### src/rtl/non_restoring_divider.sv
// ---------------------------------------------------------------------------
// non_restoring_divider
//   Iterative radix-2 non-restoring divider for DIV/DIVU/REM/REMU.
//   One quotient bit is produced per cycle. A final fixup cycle corrects the
//   remainder and applies the result signs. Divide-by-zero and the signed
//   overflow case (most-negative / -1) finish in a single cycle.
//
// Ports
//   clk_i            : clock, rising edge
//   rst_n_i          : asynchronous active-low reset
//   data_valid_i     : operands valid (sampled only while ready_o=1)
//   dividend_i       : dividend
//   divisor_i        : divisor
//   signed_i         : 1 = two's-complement DIV/REM, 0 = DIVU/REMU
//   abort_i          : flush; cancels an operation in flight
//   quotient_o       : registered quotient, held until the next result
//   remainder_o      : registered remainder, held until the next result
//   divide_by_zero_o : divisor was zero (qualified by data_valid_o)
//   data_valid_o     : one-cycle result strobe
//   ready_o          : a new operation can be accepted this cycle
// ---------------------------------------------------------------------------
module non_restoring_divider #(
  parameter int DATA_WIDTH = 32
) (
  input  logic                  clk_i,
  input  logic                  rst_n_i,
  input  logic                  data_valid_i,
  input  logic [DATA_WIDTH-1:0] dividend_i,
  input  logic [DATA_WIDTH-1:0] divisor_i,
  input  logic                  signed_i,
  input  logic                  abort_i,
  output logic [DATA_WIDTH-1:0] quotient_o,
  output logic [DATA_WIDTH-1:0] remainder_o,
  output logic                  divide_by_zero_o,
  output logic                  data_valid_o,
  output logic                  ready_o
);

  localparam int CNT_W = $clog2(DATA_WIDTH);

  localparam logic [1:0] S_IDLE   = 2'd0;
  localparam logic [1:0] S_DIVIDE = 2'd1;
  localparam logic [1:0] S_FIXUP  = 2'd2;
  localparam logic [1:0] S_DONE   = 2'd3;

  localparam logic [DATA_WIDTH-1:0] INT_MIN = {1'b1, {(DATA_WIDTH-1){1'b0}}};

  logic [1:0]            state_q, state_d;
  logic [CNT_W-1:0]      cnt_q, cnt_d;
  logic [DATA_WIDTH:0]   pr_q, pr_d;          // signed partial remainder
  logic [DATA_WIDTH-1:0] quo_q, quo_d;        // dividend bits shift out, quotient bits shift in
  logic [DATA_WIDTH-1:0] dvs_q, dvs_d;        // divisor magnitude
  logic                  neg_quo_q, neg_quo_d;
  logic                  neg_rem_q, neg_rem_d;
  logic [DATA_WIDTH-1:0] quotient_q, quotient_d;
  logic [DATA_WIDTH-1:0] remainder_q, remainder_d;
  logic                  dbz_q, dbz_d;

  logic                  accept;
  logic [DATA_WIDTH-1:0] dvd_mag;
  logic [DATA_WIDTH-1:0] dvs_mag;
  logic [DATA_WIDTH:0]   pr_shift;
  logic [DATA_WIDTH:0]   pr_step;
  logic [DATA_WIDTH-1:0] quo_step;
  logic [DATA_WIDTH:0]   pr_fix;

  always_comb begin
    accept  = (state_q == S_IDLE) && data_valid_i && !abort_i;
    dvd_mag = (signed_i && dividend_i[DATA_WIDTH-1]) ? -dividend_i : dividend_i;
    dvs_mag = (signed_i && divisor_i[DATA_WIDTH-1])  ? -divisor_i  : divisor_i;

    // Shift the next dividend bit into the partial remainder, then subtract
    // when the old remainder was non-negative, add when it was negative.
    // The shifted value may wrap, but the sum always lands in [-M, M) so the
    // modular result is exact.
    pr_shift = {pr_q[DATA_WIDTH-1:0], quo_q[DATA_WIDTH-1]};
    pr_step  = pr_q[DATA_WIDTH] ? (pr_shift + {1'b0, dvs_q})
                                : (pr_shift - {1'b0, dvs_q});
    quo_step = {quo_q[DATA_WIDTH-2:0], ~pr_step[DATA_WIDTH]};

    // Final restore step: a negative remainder is one divisor too small.
    pr_fix = pr_q[DATA_WIDTH] ? (pr_q + {1'b0, dvs_q}) : pr_q;
  end

  always_comb begin
    state_d     = state_q;
    cnt_d       = cnt_q;
    pr_d        = pr_q;
    quo_d       = quo_q;
    dvs_d       = dvs_q;
    neg_quo_d   = neg_quo_q;
    neg_rem_d   = neg_rem_q;
    quotient_d  = quotient_q;
    remainder_d = remainder_q;
    dbz_d       = dbz_q;

    case (state_q)
      S_IDLE: begin
        if (accept) begin
          if (divisor_i == '0) begin
            quotient_d  = '1;
            remainder_d = dividend_i;
            dbz_d       = 1'b1;
            state_d     = S_DONE;
          end else if (signed_i && (dividend_i == INT_MIN) && (divisor_i == '1)) begin
            // The true quotient is not representable; it wraps to INT_MIN.
            quotient_d  = INT_MIN;
            remainder_d = '0;
            dbz_d       = 1'b0;
            state_d     = S_DONE;
          end else begin
            cnt_d     = CNT_W'(DATA_WIDTH - 1);
            pr_d      = '0;
            quo_d     = dvd_mag;
            dvs_d     = dvs_mag;
            neg_quo_d = signed_i && (dividend_i[DATA_WIDTH-1] ^ divisor_i[DATA_WIDTH-1]);
            neg_rem_d = signed_i && dividend_i[DATA_WIDTH-1];
            state_d   = S_DIVIDE;
          end
        end
      end

      S_DIVIDE: begin
        if (abort_i) begin
          state_d = S_IDLE;
        end else begin
          pr_d  = pr_step;
          quo_d = quo_step;
          if (cnt_q == '0) begin
            state_d = S_FIXUP;
          end else begin
            cnt_d = cnt_q - CNT_W'(1);
          end
        end
      end

      S_FIXUP: begin
        if (abort_i) begin
          state_d = S_IDLE;
        end else begin
          pr_d        = pr_fix;
          quotient_d  = neg_quo_q ? -quo_q : quo_q;
          remainder_d = neg_rem_q ? -pr_fix[DATA_WIDTH-1:0] : pr_fix[DATA_WIDTH-1:0];
          dbz_d       = 1'b0;
          state_d     = S_DONE;
        end
      end

      S_DONE: begin
        state_d = S_IDLE;
      end

      default: begin
        state_d = S_IDLE;
      end
    endcase
  end

  always_ff @(posedge clk_i or negedge rst_n_i) begin
    if (!rst_n_i) begin
      state_q     <= S_IDLE;
      cnt_q       <= '0;
      pr_q        <= '0;
      quo_q       <= '0;
      dvs_q       <= '0;
      neg_quo_q   <= 1'b0;
      neg_rem_q   <= 1'b0;
      quotient_q  <= '0;
      remainder_q <= '0;
      dbz_q       <= 1'b0;
    end else begin
      state_q     <= state_d;
      cnt_q       <= cnt_d;
      pr_q        <= pr_d;
      quo_q       <= quo_d;
      dvs_q       <= dvs_d;
      neg_quo_q   <= neg_quo_d;
      neg_rem_q   <= neg_rem_d;
      quotient_q  <= quotient_d;
      remainder_q <= remainder_d;
      dbz_q       <= dbz_d;
    end
  end

  assign quotient_o       = quotient_q;
  assign remainder_o      = remainder_q;
  assign divide_by_zero_o = dbz_q;
  assign data_valid_o     = (state_q == S_DONE);
  assign ready_o          = (state_q == S_IDLE);

endmodule

### config.mk
export PLATFORM = sky130hd
export DESIGN_NAME = non_restoring_divider
export DESIGN_NICKNAME = d
export VERILOG_FILES = /design/src/rtl/non_restoring_divider.sv
export SDC_FILE = /design/constraint.sdc
export NUM_CORES = 1
export LEC_CHECK = 0
export ABC_CLOCK_PERIOD_IN_PS = 7230
export CORE_MARGIN = 4
export CORE_UTILIZATION = 60
export CTS_CLUSTER_SIZE = 16
export DETAILED_ROUTE_END_ITERATION = 10
export GPL_ROUTABILITY_DRIVEN = 0
export GPL_TIMING_DRIVEN = 0
export PLACE_DENSITY = 0.8
export SYNTH_ARGS = -nofsm -noshare
export SYNTH_HDL_FRONTEND = slang
export SYNTH_SLANG_ARGS = --single-unit
### constraint.sdc
create_clock -name clk_i -period 7.23 [get_ports clk_i]
set_input_delay 1.446 -clock clk_i [delete_from_list [all_inputs] [get_ports clk_i]]
set_output_delay 1.446 -clock clk_i [all_outputs]
set_load 0.01 [all_outputs]
-- Word level (Yosys, flattened, before mapping)
Index checks and enable logic that the tools add are counted.
- div/mod/pow operators: 0
- $add $sub $neg: 8
- shift-type cells: 0
- reductions and logical operators: 20
- bitwise gates (word level): 4
- equal/unequal tests: 13
- magnitude comparators: 0
- $mul: 0
- multiplexer cells: 45
- operators by type and width (operator ; count):
    $mux W32 ; 16
    $mux W33 ; 7
    $pmux W32 S2 ; 3
    $neg A32 Y32 ; 4
    $pmux W33 S3 ; 1
    $add A33 B32 Y33 ; 2
    $eq A32 B32 Y1 const B ; 2
    $sub A33 B32 Y33 ; 1
    $logic_not A32 Y1 ; 1
    $mux W5 ; 5
    $mux W2 ; 6
    $reduce_and A6 Y1 ; 2
    $ne A2 B2 Y1 const B ; 5
    $pmux W5 S2 ; 1
    $pmux W2 S4 ; 1
    $reduce_and A4 Y1 ; 2
    $logic_and A1 B1 Y1 ; 7
    $logic_not A5 Y1 ; 1
    $reduce_and A5 Y1 ; 1
    $sub A5 B1 Y5 const B ; 1
    $eq A2 B2 Y1 const B ; 2
    $mux W1 ; 4
    $reduce_bool A2 Y1 ; 2
    $ne A3 B1 Y1 const B ; 1
    other kinds (10) ; 12
- memories kept: 0
- input port bits: 69
- memory bits (writable): 0
- latch bits: 0
- bits in read-only memories: 0
- bits in registers: 171

-- Longest topological paths before layout
- word-level depth: 7
- depth in mapped cells: 23
- mapped depth without buffers: 19

-- Worst setup path before layout
Ideal clock, no wire load.
- kind: flip-flop to flip-flop
- start: reg pr_q[32]
- end: reg pr_q[31]
- buffers on the path: 9
- slack: 1.637 ns
- cell stages (with the launch flop): 24
- clock period less this slack: 5.593 ns
- setup time: 0.130 ns
- arrival: 5.463 ns
- data required time: 7.100 ns
- path through: dfrtp_1 > buf_2 > buf_2 > buf_2 > clkbuf_1 > buf_2 > buf_1 > buf_1 > clkbuf_1 > clkbuf_1 > a21oi_1 > xor2_1 > ha_1 > a21o_1 > a21o_1 > a21oi_1 > o211ai_1 > a211oi_1 > nor3b_1 > a221oi_1 > o21ai_0 > and4b_1 > o31ai_1 > a21oi_1
- longest elaborated chain between the ends: 3
- ends and longest elaborated chain (element ; line ; RTL):
    from (decl) ; 50 ; logic [DATA_WIDTH:0] pr_q, pr_d;
    from (signal assigned) ; 174 ; pr_q <= pr_d;
    $mux W33 (on tied branches) ; 82, 77 ;
    $mux W33 (on tied branches) ; 138, 124 ;
    $pmux W33 S3 * ; 97 ; case (state_q)
Every way passes the cells marked *; elsewhere a longest branch is shown, timed or not. The select of a mux whose other input is x is not followed.
A chain may end at the register's enable or synchronous reset.

-- Worst setup path after layout
- start: reg pr_q[32]
- end: reg quo_q[0]
- longest elaborated chain between the ends: 4
- ends and longest elaborated chain (element ; line ; RTL):
    $mux W33 ; 77 ; pr_step = pr_q[DATA_WIDTH] ? (pr_shift + {1'b0, dvs_q})
    $not A1 Y1 ; 79 ; quo_step = {quo_q[DATA_WIDTH-2:0], ~pr_step[DATA_WIDTH]};
    $mux W32 ; 124 ; if (abort_i) begin
    $pmux W32 S2 ; 97 ;
    to (signal assigned) ; 175 ; quo_q <= quo_d;
    to (decl) ; 51 ; logic [DATA_WIDTH-1:0] quo_q, quo_d;
Every way passes these cells. The select of a mux whose other input is x is not followed.

==> results.md <==
- Crit start category: register
- Boundary pin count: 136
- Share of Yosys cell area claimed by the top area cell type: about 29%
- Most common cell in the synthesized netlist: nand2_1
- Worst hold path class: reg2reg
- GRT Total Usage: 36.5%
- Die height: approximately 170 um
- Initial antenna violation count: 2
- Clk Latency, worst-skew pair: between 0.4 and 0.5 ns
- DR WL/cell: approximately 21 um
- Worst path buffer plus inverter count: 7
- Syn Std Cell Area: between 10000 and 15000 um2
- Synth Area in Compound Gates: between 20% and 30%
- Largest net degree at the start of global routing: 90
- Area post-placement: approximately 17000 um2
- Fraction of layout instances using a drive strength above 1: under 10%
- Clk_skew: 0.0108 ns
- Vias per cell: about 6.6
- Max H-tree Level: 4
- TritonCTS clock tree: done
- Mux cell area share after synthesis: roughly 1.8%
- Final setup vio count: 0
- Max Transition Viols Final: 0
- R2r endpoint: quo_q[0]
- Post-Syn Instances: around 1900
- Initial core utilization: 61.1%
- CP max stage cell: o311ai_0
- Area of the die: roughly 27000 um2
- Routed WL: a little over 50 mm
- Vias in the first global route: ~15000
- Critical path depth in cells: 21
- Sw Pwr: 4.95 mW
- Yosys top cell by area: dfrtp_1
- Core Rows: between 50 and 60
- Crit-path cells: buf_2, buf_2, buf_2, clkbuf_1, buf_2, buf_4, clkbuf_1, nor2_1, xor2_1, ha_1, a21o_1, a21o_1, a21oi_1, o311ai_0, nand2_1, o21ai_1, a311oi_1, o21ai_0, mux2i_1, nor3_1, a211o_1
- Max cap viols: 0
- Final Cell Area: ~17000 um2
- Clock Tree Root: clkbuf_16
- CP arrival: roughly 7 ns
- CTS Buffer Depth: 2
- Worst r2r src: pr_q[32]
- Simple-gate area share of the yosys netlist: around a fifth
- #FFs+latches synth: 171
- CP delay by family, top: buffers and inverters
- RSZ-0062 raised after global routing: no
- CP Max Fanout: 19
- Num CTS Buffers: 17
- DP Cell Count: 2353
- Worst setup EP type: register
- Status: complete, no violations
- Grt ovf: 0
- Fin worst setup slack: approximately 0.51 ns
- Pleak: approximately 7.2 nW
- Initial drt markers: between 1500 and 2000
- Max VDD drop: 0.219 mV
- First-pass GRT wire length: between 70 and 80 mm
- Core area: 24300 um2
- CP peak stage delay: about 0.56 ns
- Sequential Power Share: 20.6%
- Dominant synthesized flop cell: dfrtp_1
- Setup Slack @ Placement: -0.754 ns
- Reg2reg path depth: 21
- Area share of fa/ha/maj cells after synthesis: between 6 and 7%
- Crit path kind: reg2reg
- Storage cell area: around 4300 um2
- Die Width: between 150 and 200 um
- Crit-path most repeated cell: buf_2
- Critical Path RT: around 7.6 ns
- Clk sink count: 171
- Layout Utilization: a little over two thirds
- Pwr per Cell Area: 543 nW/um2
- Fill cell count: between 2000 and 2500
- Syn. warnings: 0
- N_diodes: 0
- Distinct cells, synth: a little under 80
- Most frequent cells after synthesis: 199 x nand2_1, 194 x nor2_1, 183 x a21oi_1, 171 x dfrtp_1, 146 x o21ai_0
- Port bufs: between 100 and 150
- Final Non-Filler Cells: about 2400
- Hold Buf Count CTS: 0
- Sequential fraction of the synthesis area: ~29%
- Layout area overhead: 15.8%
- Clock slew at reported path FFs: about 0.08 ns
- Number of enable flip-flop cells after synthesis: 0
- Net count after synthesis: around 2000
- Final worst path period share: 93.0%
- Xor/xnor share of the synthesized area: a little over a tenth
- DRC: 0
- Drt first pass iters: 10
- CP endpoint: quo_q[0]
- Cell internal pwr: 4.40 mW
- Final critical-path required period: 6.72 ns
- Post-DP HPWL: just under 40 mm
- Worst slew pin tran: roughly 1.2 ns
- Vias: ~16000
- Clk pwr share: ~10%
- Ranking of synthesized cells by area: dfrtp_1 29%, ha_1 6.4%, a21oi_1 6.2%
- Reg2reg setup slack: 0.51 ns
- Maximum clock frequency: roughly 0.15 GHz
- Multi-input gate area: approximately 10000 um2
- Sw Share: 52.9%
- Final Hold Viols: 0
- Largest family of logic cells by synthesized area: compound AO/OA/AOI/OAI gates
- Mean post-synth cell area: around 7.8 um2
- Power consumption: ~9.3 mW
- Crit path launch: pr_q[32]
- Final ANT Viol Nets: 0
- Rel. slew slack: about 22%
- Async SR Flop Fraction: 100%
- Combinational share of power: 69.4%
- Final nets: between 2000 and 2500
==> how the worst min path moves through the flow <==
stage                    from              to  cells after the start
2_1_floorplan        pr_q[12]        pr_q[12]                      2
5_1_grt        quotient_o[22]  quotient_o[22]                      1
3_5_place_dp   quotient_o[14]  quotient_o[14]                      1
3_3_place_gp   quotient_o[23]  quotient_o[23]                      1
6_report       quotient_o[22]  quotient_o[22]                      1
4_1_cts        quotient_o[14]  quotient_o[14]                      1
==> final cells by class <==
class | count | share of cell area (%)
timing repair buffer | 135 | 7.98
tap | 324 | 2.35
buffer | 107 | 2.45
sequential | 171 | 24.9
clock inverter | 14 | 0.858
multi-input combinational | 1572 | 58.1
clock buffer | 18 | 2.49
inverter | 42 | 0.916
==> worst register-to-register path, stage by stage, from the launching register on <==
cell and delay (ns):
dfrtp_1 0.37, buf_2 0.25, buf_2 0.29, buf_2 0.33, clkbuf_1 0.44, buf_2 0.50, buf_4 0.42, clkbuf_1 0.52
nor2_1 0.13, xor2_1 0.18, ha_1 0.34, a21o_1 0.13, a21o_1 0.16, a21oi_1 0.15, o311ai_0 0.56, nand2_1 0.22
o21ai_1 0.38, a311oi_1 0.21, o21ai_0 0.30, mux2i_1 0.35, nor3_1 0.13, a211o_1 0.28
==> power groups by stage <==
stage | Sequential (mW) | Clock [mW] | Combinational (mW)
5_1_grt | 1.97 | 0.969 | 7.02
2_1_floorplan | 1.83 | 0 | 4.43
6_report | 1.92 | 0.932 | 6.49
3_5_place_dp | 1.91 | 0 | 6.26
4_1_cts | 1.89 | 0.928 | 6.30
3_3_place_gp | 1.89 | 0 | 6.10
==> cells by family after synthesis <==
family,count (synthesis)
xor gates and xnor gates,186
AOI/OAI and AO/OA,625
DFF,171
and+or+nand+nor,658
muxes,25
adders and majority gates,78
buffers and inverters,151
==> routing by layer <==
metal	vias up	GRT usage [%]	wire, um
met3	210	7.57	5880
met5	-	0	0
met4	0	20.7	3270
met2	1011	60.1	23000
met1	7307	44.5	18800
li1	7204	-	-
==> cell usage in the layout, fill, tap and decap left out, drive strengths merged, types with 6 or more instances in the layout <==
cell type and instances:
a31o 6, or3 29, nor2 194, a31oi 29, nand4 21, a211o 6, inv 48, or4 12
o21ai 157, clkbuf 101, a22oi 15, xnor2 83, buf 26, a221oi 20, mux2i 13, and2 15
o31a 6, xor2 103, nor4 21, a21o 51, o21bai 7, dfrtp 171, nor2b 19, nor3 45
mux2 12, ha 76, clkdlybuf4s50 133, nor3b 6, nand3 38, a21oi 183, o31ai 47, a211oi 40
nand2b 23, or2 8, nand2 199, o41ai 12, clkinv 6, and3 14
==> flip-flops by register name, indices dropped and copies added (netlist names) <==
register and count:
pr_q 33, dvs_q 32, quo_q 32, quotient_o 32, remainder_o 32, cnt_q 5, state_q 2, divide_by_zero_o 1
neg_quo_q 1, neg_rem_q 1
==> per-stage QoR <==
stage	TNS (ns)	hold slack, ns
5_1_grt	0	0.488
3_5_place_dp	-3.30	0.465
4_1_cts	0	0.481
2_1_floorplan	0	0.487
3_3_place_gp	-373.23	0.458
6_report	0	0.477
==> what timing repair did <==
action	in CTS	in global routing
endpoints found under the setup margin	11	4
setup buffers	0	0
pin swaps	0	0
gates resized for setup	2	1
(Power assumes the default switching activity.)
